===== config.mk =====
export PLATFORM = sky130hd
export DESIGN_NAME = vga_sync_monitor_flat
export DESIGN_NICKNAME = d
export VERILOG_FILES = /design/src/rtl/vga_sync_monitor_if.sv /design/src/rtl/vga_sync_monitor.sv /design/src/flat_wrapper.sv
export SDC_FILE = /design/constraint.sdc
export NUM_CORES = 1
export LEC_CHECK = 0
export ABC_AREA = 0
export BUFFER_PORTS_ARGS = -buffer_cell sky130_fd_sc_hd__buf_2
export CELL_PAD_IN_SITES_DETAIL_PLACEMENT = 0
export CELL_PAD_IN_SITES_GLOBAL_PLACEMENT = 1
export CORE_MARGIN = 3
export CORE_UTILIZATION = 40
export DETAILED_ROUTE_END_ITERATION = 10
export HOLD_SLACK_MARGIN = 0.06
export PLACE_DENSITY_LB_ADDON = 0.3
export SLEW_MARGIN = 15
export SYNTH_ARGS = -nofsm -noshare
export SYNTH_HDL_FRONTEND = slang
export SYNTH_SLANG_ARGS = --single-unit

===== constraint.sdc =====
create_clock -name CLOCK_PIXEL -period 3.2 [get_ports CLOCK_PIXEL]
set_input_delay 0.32 -clock CLOCK_PIXEL [delete_from_list [all_inputs] [get_ports CLOCK_PIXEL]]
set_output_delay 0.32 -clock CLOCK_PIXEL [all_outputs]
set_load 0.1 [all_outputs]

===== src/rtl/vga_sync_monitor_if.sv =====
// Sync taps, error-clear strobe and status outputs of the VGA timing monitor.
// master: generator/host side; slave: the monitor.
interface vga_sync_monitor_if;
    logic        VGA_HS;
    logic        VGA_VS;
    logic        ERR_CLR;
    logic        LOCKED;
    logic [11:0] MEAS_H_TOTAL;
    logic [11:0] MEAS_H_SYNC;
    logic [10:0] MEAS_V_TOTAL;
    logic [10:0] MEAS_V_SYNC;
    logic [4:0]  ERR_FLAGS;
    logic [15:0] FRAME_COUNT;

    modport master (
        output VGA_HS, VGA_VS, ERR_CLR,
        input  LOCKED, MEAS_H_TOTAL, MEAS_H_SYNC, MEAS_V_TOTAL, MEAS_V_SYNC,
               ERR_FLAGS, FRAME_COUNT
    );

    modport slave (
        input  VGA_HS, VGA_VS, ERR_CLR,
        output LOCKED, MEAS_H_TOTAL, MEAS_H_SYNC, MEAS_V_TOTAL, MEAS_V_SYNC,
               ERR_FLAGS, FRAME_COUNT
    );
endinterface


===== src/rtl/vga_sync_monitor.sv =====
// Passive VGA sync checker: measures HS/VS timing, tracks lock, sticky errors, good-frame count.
// Edges acted on in the cycle detected, results visible next clock; never stalls its source.
module vga_sync_monitor #(
    parameter int H_TOTAL = 976,
    parameter int H_SYNC  = 88,
    parameter int V_TOTAL = 528,
    parameter int V_SYNC  = 3
) (
    input  logic              CLOCK_PIXEL,
    input  logic              RESET,
    vga_sync_monitor_if.slave mon
);
    localparam logic [11:0] H_TOT = 12'(H_TOTAL);
    localparam logic [11:0] H_TMO = 12'(H_TOTAL + 1);
    localparam logic [11:0] H_SYN = 12'(H_SYNC);
    localparam logic [10:0] V_TOT = 11'(V_TOTAL);
    localparam logic [10:0] V_SYN = 11'(V_SYNC);

    typedef enum logic [1:0] {ST_SEARCH, ST_MEASURE, ST_LOCKED} state_t;
    state_t state, state_nxt;

    logic        hs_d, vs_d, h_seen, frame_bad, locked;
    logic [11:0] h_cnt, meas_h_total, meas_h_sync;
    logic [10:0] v_cnt, meas_v_total, meas_v_sync;
    logic [4:0]  err_flags;
    logic [15:0] frame_count;

    logic hs_rise, hs_fall, vs_rise, vs_fall, frame_chk;
    logic e_h_total, e_h_sync, e_v_total, e_v_sync;
    logic h_err, v_err, frame_good, lock_lost;

    assign hs_rise   = mon.VGA_HS & ~hs_d;
    assign hs_fall   = ~mon.VGA_HS & hs_d;
    assign vs_rise   = mon.VGA_VS & ~vs_d;
    assign vs_fall   = ~mon.VGA_VS & vs_d;
    assign frame_chk = (state != ST_SEARCH);

    // The very first line after reset is partial, so line checks wait for a prior HS rise.
    assign e_h_total = h_seen & (hs_rise ? (h_cnt != H_TOT) : (h_cnt == H_TMO));
    assign e_h_sync  = h_seen & hs_fall & (h_cnt != H_SYN);
    // Frame timeout fires on the HS rise that would take the line count past V_TOTAL.
    assign e_v_total = frame_chk & (vs_rise ? (v_cnt != V_TOT)
                                            : (hs_rise & (v_cnt == V_TOT)));
    assign e_v_sync  = frame_chk & vs_fall & (v_cnt != V_SYN);

    assign h_err      = e_h_total | e_h_sync;
    assign v_err      = e_v_total | e_v_sync;
    assign frame_good = vs_rise & ~frame_bad & ~h_err & ~v_err;

    always_comb begin
        state_nxt = state;
        case (state)
            ST_SEARCH:  if (vs_rise)         state_nxt = ST_MEASURE;
            ST_MEASURE: if (frame_good)      state_nxt = ST_LOCKED;
            ST_LOCKED:  if (h_err | v_err)   state_nxt = ST_MEASURE;
            default:                         state_nxt = ST_SEARCH;
        endcase
    end

    assign lock_lost = (state == ST_LOCKED) & (state_nxt != ST_LOCKED);

    always_ff @(posedge CLOCK_PIXEL or posedge RESET) begin
        if (RESET) begin
            state        <= ST_SEARCH;
            hs_d         <= 1'b0;
            vs_d         <= 1'b0;
            h_seen       <= 1'b0;
            frame_bad    <= 1'b0;
            locked       <= 1'b0;
            h_cnt        <= '0;
            v_cnt        <= '0;
            meas_h_total <= '0;
            meas_h_sync  <= '0;
            meas_v_total <= '0;
            meas_v_sync  <= '0;
            err_flags    <= '0;
            frame_count  <= '0;
        end else begin
            state  <= state_nxt;
            locked <= (state_nxt == ST_LOCKED);
            hs_d   <= mon.VGA_HS;
            vs_d   <= mon.VGA_VS;
            h_seen <= h_seen | hs_rise;

            if (hs_rise)                h_cnt <= 12'd1;
            else if (h_cnt != 12'hFFF)  h_cnt <= h_cnt + 12'd1;

            // A line starting together with VS belongs to the new frame as its line 1.
            if (vs_rise)                          v_cnt <= {10'd0, hs_rise};
            else if (hs_rise && v_cnt != 11'h7FF) v_cnt <= v_cnt + 11'd1;

            if (hs_rise) meas_h_total <= h_cnt;
            if (hs_fall) meas_h_sync  <= h_cnt;
            if (vs_rise) meas_v_total <= v_cnt;
            if (vs_fall) meas_v_sync  <= v_cnt;

            if (vs_rise)             frame_bad <= 1'b0;
            else if (h_err | v_err)  frame_bad <= 1'b1;

            // A fresh error in the clear cycle survives the clear.
            err_flags <= (mon.ERR_CLR ? 5'd0 : err_flags)
                       | {lock_lost, e_v_sync, e_v_total, e_h_sync, e_h_total};

            if (state == ST_LOCKED && frame_good) frame_count <= frame_count + 16'd1;
        end
    end

    assign mon.LOCKED       = locked;
    assign mon.MEAS_H_TOTAL = meas_h_total;
    assign mon.MEAS_H_SYNC  = meas_h_sync;
    assign mon.MEAS_V_TOTAL = meas_v_total;
    assign mon.MEAS_V_SYNC  = meas_v_sync;
    assign mon.ERR_FLAGS    = err_flags;
    assign mon.FRAME_COUNT  = frame_count;
endmodule

===== src/flat_wrapper.sv =====
// flat-port wrapper written by rule: the top's interface ports become plain ports
module vga_sync_monitor_flat 
#(
    parameter int H_TOTAL = 976,
    parameter int H_SYNC  = 88,
    parameter int V_TOTAL = 528,
    parameter int V_SYNC  = 3
)
  (CLOCK_PIXEL, RESET, mon_VGA_HS, mon_VGA_VS, mon_ERR_CLR, mon_LOCKED, mon_MEAS_H_TOTAL, mon_MEAS_H_SYNC, mon_MEAS_V_TOTAL, mon_MEAS_V_SYNC, mon_ERR_FLAGS, mon_FRAME_COUNT);
  vga_sync_monitor_if mon_i ();
  input  logic CLOCK_PIXEL;
  input  logic RESET;
  input wire logic [$bits(mon_i.VGA_HS)-1:0] mon_VGA_HS;
  input wire logic [$bits(mon_i.VGA_VS)-1:0] mon_VGA_VS;
  input wire logic [$bits(mon_i.ERR_CLR)-1:0] mon_ERR_CLR;
  output wire logic [$bits(mon_i.LOCKED)-1:0] mon_LOCKED;
  output wire logic [$bits(mon_i.MEAS_H_TOTAL)-1:0] mon_MEAS_H_TOTAL;
  output wire logic [$bits(mon_i.MEAS_H_SYNC)-1:0] mon_MEAS_H_SYNC;
  output wire logic [$bits(mon_i.MEAS_V_TOTAL)-1:0] mon_MEAS_V_TOTAL;
  output wire logic [$bits(mon_i.MEAS_V_SYNC)-1:0] mon_MEAS_V_SYNC;
  output wire logic [$bits(mon_i.ERR_FLAGS)-1:0] mon_ERR_FLAGS;
  output wire logic [$bits(mon_i.FRAME_COUNT)-1:0] mon_FRAME_COUNT;
  assign mon_i.VGA_HS = mon_VGA_HS;
  assign mon_i.VGA_VS = mon_VGA_VS;
  assign mon_i.ERR_CLR = mon_ERR_CLR;
  assign mon_LOCKED = mon_i.LOCKED;
  assign mon_MEAS_H_TOTAL = mon_i.MEAS_H_TOTAL;
  assign mon_MEAS_H_SYNC = mon_i.MEAS_H_SYNC;
  assign mon_MEAS_V_TOTAL = mon_i.MEAS_V_TOTAL;
  assign mon_MEAS_V_SYNC = mon_i.MEAS_V_SYNC;
  assign mon_ERR_FLAGS = mon_i.ERR_FLAGS;
  assign mon_FRAME_COUNT = mon_i.FRAME_COUNT;
  vga_sync_monitor #(.H_TOTAL(H_TOTAL), .H_SYNC(H_SYNC), .V_TOTAL(V_TOTAL), .V_SYNC(V_SYNC)) u_core (.CLOCK_PIXEL(CLOCK_PIXEL), .RESET(RESET), .mon(mon_i));
endmodule

# After elaboration in Yosys (flattened, before gate mapping)
# Cells that the tools add are included.
[word_totals]
register_bits = 97
latchBits = 0
mem_bits_rw = 0
romBits = 0
inputBits = 5
wordCells = 76
mem_count = 0
[classes]
addsub = 3
mul = 0
n_div = 0
order_cmp = 0
n_eq_ne = 12
n_shift = 0
muxes = 13
bitwise = 27
n_reduce_logical = 7
[ops]
columns = ["cell", "count"]
rows = [
  ["$mux 12", 2],
  ["$mux 11", 2],
  ["$add 16x1->16 const B", 1],
  ["$and 1x1->1", 15],
  ["$add 12x1->12 const B", 1],
  ["$eq 12x10->1 const B", 1],
  ["$ne 12x10->1 const B", 1],
  ["$ne 12x12->1 const B", 1],
  ["$ne 12x7->1 const B", 1],
  ["$add 11x1->11 const B", 1],
  ["$eq 11x10->1 const B", 1],
  ["$ne 11x10->1 const B", 1],
  ["$ne 11x11->1 const B", 1],
  ["$ne 11x2->1 const B", 1],
  ["$reduce_bool 2->1", 4],
  ["$not 1->1", 7],
  ["$mux 2", 3],
  ["$pmux 2 s3", 1],
  ["$mux 5", 1],
  ["$or 5x5->5", 1],
  ["$eq 2x2->1 const B", 2],
  ["$mux 1", 4],
  ["$or 1x1->1", 4],
  ["$eq 2x1->1 const B", 1],
  ["3 further kinds", 4],
]

# Logic depth before layout (Yosys ltp)
[logic_depth]
word_depth = 13
depth_mapped = 9
ltp_nobuf = 8

# Least setup slack after synthesis
# OpenSTA, ideal clock, no wires.
[synth_timing]
path_type = "flip-flop to flip-flop"
startpoint = "register u_core.v_cnt[6]"
endpoint = "register u_core.frame_count[15] (netlist: u_core.mon.FRAME_COUNT[15])"
setup_time_ns = 0.158
arrival_time_ns = 2.310
required_ns = 3.042
path_slack_ns = 0.733
path_stages_with_launch = 8
period_less_slack_ns = 2.467
cell_sequence = "dfrtp_1 buf_6 or4_4 nor3_1 mux2_2 nor4_4 nand4_1 xnor2_1"
[synth_via]
elab_chain_cells = 8
word_cells_on_any_way = 11
[synth_rtl]
columns = ["element", "line", "text"]
rows = [
  ["from (decl)", "vga_sync_monitor.sv:24", "logic [10:0] v_cnt, meas_v_total, meas_v_sync;"],
  ["from (signal assigned)", "vga_sync_monitor.sv:89", "if (vs_rise) v_cnt <= {10'd0, hs_rise};"],
  ["from (signal assigned)", "vga_sync_monitor.sv:90", "else if (hs_rise && v_cnt != 11'h7FF) v_cnt <= v_cnt + 11'd1;"],
  ["$eq 11x10->1", "vga_sync_monitor.sv:43", ": (hs_rise & (v_cnt == V_TOT)));"],
  ["$and 1x1->1", "vga_sync_monitor.sv:43", ""],
  ["$mux 1", "vga_sync_monitor.sv:42", "assign e_v_total = frame_chk & (vs_rise ? (v_cnt != V_TOT)"],
  ["$and 1x1->1", "vga_sync_monitor.sv:42", ""],
  ["$or 1x1->1 *", "vga_sync_monitor.sv:47", "assign v_err = e_v_total | e_v_sync;"],
  ["$not 1->1 *", "vga_sync_monitor.sv:48", "assign frame_good = vs_rise & ~frame_bad & ~h_err & ~v_err;"],
  ["$and 1x1->1 *", "vga_sync_monitor.sv:48", ""],
  ["$logic_and 1x1->1 *", "vga_sync_monitor.sv:104", "if (state == ST_LOCKED && frame_good) frame_count <= frame_count + 16'd1;"],
  ["to (signal assigned)", "vga_sync_monitor.sv:104", ""],
  ["to (decl)", "vga_sync_monitor.sv:26", "logic [15:0] frame_count;"],
]
# Every way passes the cells marked *; elsewhere a longest branch is shown, timed or not.
# A chain may end at the register's enable or synchronous reset.

# Worst setup path in the final report
# Same ends and word-level chain as after synthesis.

==> impl_metrics.env <==
export IMPL_grt_max_degree=68
export IMPL_avgSynthCellArea_um2=10.8
export IMPL_yosysMostFrequentCell="dfrtp_1"
export IMPL_min_path_type="in -> reg"
export IMPL_endpoint_kind="flip-flop"
export IMPL_ys_seq_area_share_pct=57.1
export IMPL_ir_drop_mv=0.484
export IMPL_critical_path_max_stage_delay_ps=560
export IMPL_postSynthNetCount=404
export IMPL_synth_top_area_cell="dfrtp_1"
export IMPL_ctsResizeCount=0
export IMPL_synth_edf_count=0
export IMPL_reg2reg_depth=6
export IMPL_cts_tree="done"
export IMPL_place_ws_ps=574
export IMPL_start_util_pct=42.3
export IMPL_startpoint="u_core.v_cnt[6]"
export IMPL_io_buffers=72
export IMPL_n_fill_cell=970
export IMPL_synth_common_cells="97 x dfrtp_1, 79 x nand2_1, 23 x nor2_1, 20 x mux2_2"
export IMPL_slew_headroom_pct=46.6
export IMPL_root_buffer="clkbuf_8"
export IMPL_holdBufCountCts=0
export IMPL_reg2reg_slack_ps=620
export IMPL_h_tree_depth=3
export IMPL_vias=3056
export IMPL_place_hpwl_um=6210
export IMPL_worst_pin_slew_ps=801
export IMPL_syn_inst=393
export IMPL_clock_sinks=97
export IMPL_ys_warn_count=0
export IMPL_drt_iter0_markers=122
export IMPL_leakage_uw=0.00259
export IMPL_hold_viol_final=0
export IMPL_cts_made_buffers=9
export IMPL_required_ps=3470
export IMPL_post_cts_setup_buffer_count=0
export IMPL_netlist_area_um2=4250
export IMPL_io_pins=73
export IMPL_path_class="reg -> reg"
export IMPL_grt_pass1_vias=2958
export IMPL_p_sw_uw=1120
export IMPL_clock_tree_buffer_depth=2
export IMPL_fin_crit_sh_pct=80.5
export IMPL_grt_setup_unrepaired="no"
export IMPL_grt_use_total_pct=16.2
export IMPL_cp_max_fo=8
export IMPL_combPwrFrac_pct=26.6
export IMPL_ys_types=45
export IMPL_clk_latency_ps=370
export IMPL_fp_dieW_um=109
export IMPL_crit_path_cell_trace="or4_4, nor3_1, mux2_2, nor4_4, nand4_1, xnor2_1"
export IMPL_areaGrowthSynthToFinish_pct=16.2
export IMPL_whs_path_depth=1
export IMPL_n_antenna_cell=0
export IMPL_routed_via_density=5.04
export IMPL_fin_nets=480
export IMPL_drv_slew=0
export IMPL_drive_gt1_share_pct=26.2
export IMPL_pwr_share_clk_pct=24.5
export IMPL_setup_viol=0
export IMPL_globalplace_congestion=0.844
export IMPL_finalSetupTns_ps=0
export IMPL_status="complete, no violations"
export IMPL_pwr_share_seq_pct=48.8
export IMPL_antenna_found_initial=1
export IMPL_fin_skew_ps=13.7
export IMPL_p_sw_share_pct=39.3
export IMPL_min_from="mon_VGA_HS"
export IMPL_powerDensity_nw_per_um2=577
export IMPL_synth_ff_type="dfrtp_1"
export IMPL_max_cap_violations=0
export IMPL_ys_ff_latch=97
export IMPL_yosys_area_top_type_share_pct=57.1
export IMPL_grt_overflow_total=0
export IMPL_grt_pass1_wl_um=15100
export IMPL_r2r_end="u_core.mon.FRAME_COUNT[15]"
export IMPL_row_count=36
export IMPL_fp_dieH_um=109
export IMPL_max_freq_mhz=388
export IMPL_drc=0
export IMPL_wl_per_cell_um=14.7
export IMPL_ant_nets=0
export IMPL_routed_wl_um=8910
export IMPL_p_int_uw=1730
export IMPL_die_area_um2=11900
export IMPL_critPathSlowestCell="or4_4"
export IMPL_critPathBufInv=0
export IMPL_period_minus_slack_ps=2580
export IMPL_crit_arrival_ps=2840
export IMPL_crit_path_start_kind="flip-flop"
export IMPL_core_area_um2=10000
export IMPL_critPathTopFamily="simple AND/OR/NAND/NOR gates"
export IMPL_worst_slack_ps=624
export IMPL_firstDrtPassIters=4
export IMPL_clkSlewWorstSetupHoldPaths_ps=100
export IMPL_synth_area_leaders="dfrtp_1 57%, nand2_1 7.0%, mux2_2 5.3%, xnor2_1 3.7%, xor2_1 2.3%"
export IMPL_async_flop_share_pct=100
export IMPL_r2r_start="u_core.v_cnt[6]"
export IMPL_min_to="u_core.hs_d"
[per-stage QoR]
stage / hold slack [ps] / power (uW) / instance area (um^2) / std cells / util (%)
floorplan: 351 / 2030 / 4250 / 393 / -
global placement: 455 / 2170 / 4770 / 591 / 47.5
detailed placement: 459 / 2180 / 4770 / 591 / 47.5
CTS: 78.3 / 2880 / 4930 / 606 / 49.1
global route: 76.7 / 2980 / 4930 / 606 / 49.1
finish: 91.1 / 2850 / 4930 / 606 / 49.1
[how the worst max path moves through the flow]
stage	cells after the start	end
2_1_floorplan	1	u_core.frame_bad
3_3_place_gp	6	u_core.mon.FRAME_COUNT[15]
3_5_place_dp	6	u_core.mon.FRAME_COUNT[15]
4_1_cts	6	u_core.mon.FRAME_COUNT[15]
5_1_grt	6	u_core.mon.FRAME_COUNT[15]
6_report	6	u_core.mon.FRAME_COUNT[15]
[layer usage]
| layer | vias to the layer above | share of wire, % | global-route usage [%] |
|---|---|---|---|
| li1 | 1489 | - | - |
| met1 | 1491 | 47 | 22.2 |
| met2 | 60 | 46 | 24.5 |
| met3 | 14 | 4.8 | 3.91 |
| met4 | 2 | 1.9 | 7.12 |
| met5 | - | 0.079 | 0 |
[registers in the layout (all words and copies together), names as in the netlist, 2 cells and up]
name,count
u_core.v_cnt,11
u_core.mon.MEAS_V_SYNC,11
u_core.mon.MEAS_H_SYNC,12
u_core.mon.FRAME_COUNT,16
u_core.state,2
u_core.mon.ERR_FLAGS,5
u_core.mon.MEAS_V_TOTAL,11
u_core.mon.MEAS_H_TOTAL,12
u_core.h_cnt,12
[placed cells by master, fill, tap and decap left out, drive strengths merged, types with 4 or more instances in the layout]
cell type | synthesis | routed
dfrtp | 97 | 97
buf | 2 | 81
nand2 | 79 | 79
nor2 | 23 | 23
mux2 | 21 | 21
nand3 | 18 | 18
xnor2 | 18 | 18
and3 | 13 | 13
o21ai | 11 | 11
xor2 | 11 | 11
inv | 10 | 10
clkbuf | 14 | 10
nand4 | 9 | 9
nand2b | 8 | 8
a21oi | 6 | 6
ha | 6 | 6
nor3 | 6 | 6
or3 | 4 | 4
and4 | 4 | 4
nor4 | 4 | 4
[power by group through the flow]
stage | sequential [uW] | combinational [uW] | clock, uW
finish | 1390 | 757 | 698
global route | 1410 | 805 | 771
CTS | 1390 | 766 | 721
detailed placement | 1410 | 765 | 0
global placement | 1410 | 759 | 0
floorplan | 1830 | 203 | 0
[worst reg2reg max path, cell delays in order, from the launching register on]
cell	delay, ps
dfrtp_1	460
or4_4	560
nor3_1	250
mux2_2	420
nor4_4	480
nand4_1	170
xnor2_1	150
[cells by family (layout without fill, tap and decap cells)]
logic type                 count (synthesis)  in the layout  synth area share, %
and+or+nand+nor                          178            178                 21.0
DFF                                       97             97                 57.1
xor gates and xnor gates                  29             29                 5.98
AOI/OAI and AO/OA                         36             36                 6.01
buffers and inverters                     26            106                 2.56
adders and majority gates                  6              6                 1.77
muxes                                     21             21                 5.57
[cell type report]
cell class / count / area (um^2) / area share (%)
sequential: 97 / 2430 / 49.2
multi-input combinational: 270 / 1710 / 34.7
timing repair buffer: 81 / 428 / 8.67
tap: 133 / 166 / 3.37
clock buffer: 10 / 128 / 2.59
inverter: 10 / 40.0 / 0.811
clock inverter: 5 / 33.8 / 0.685
Note: power is estimated with default switching activity, not from simulation.
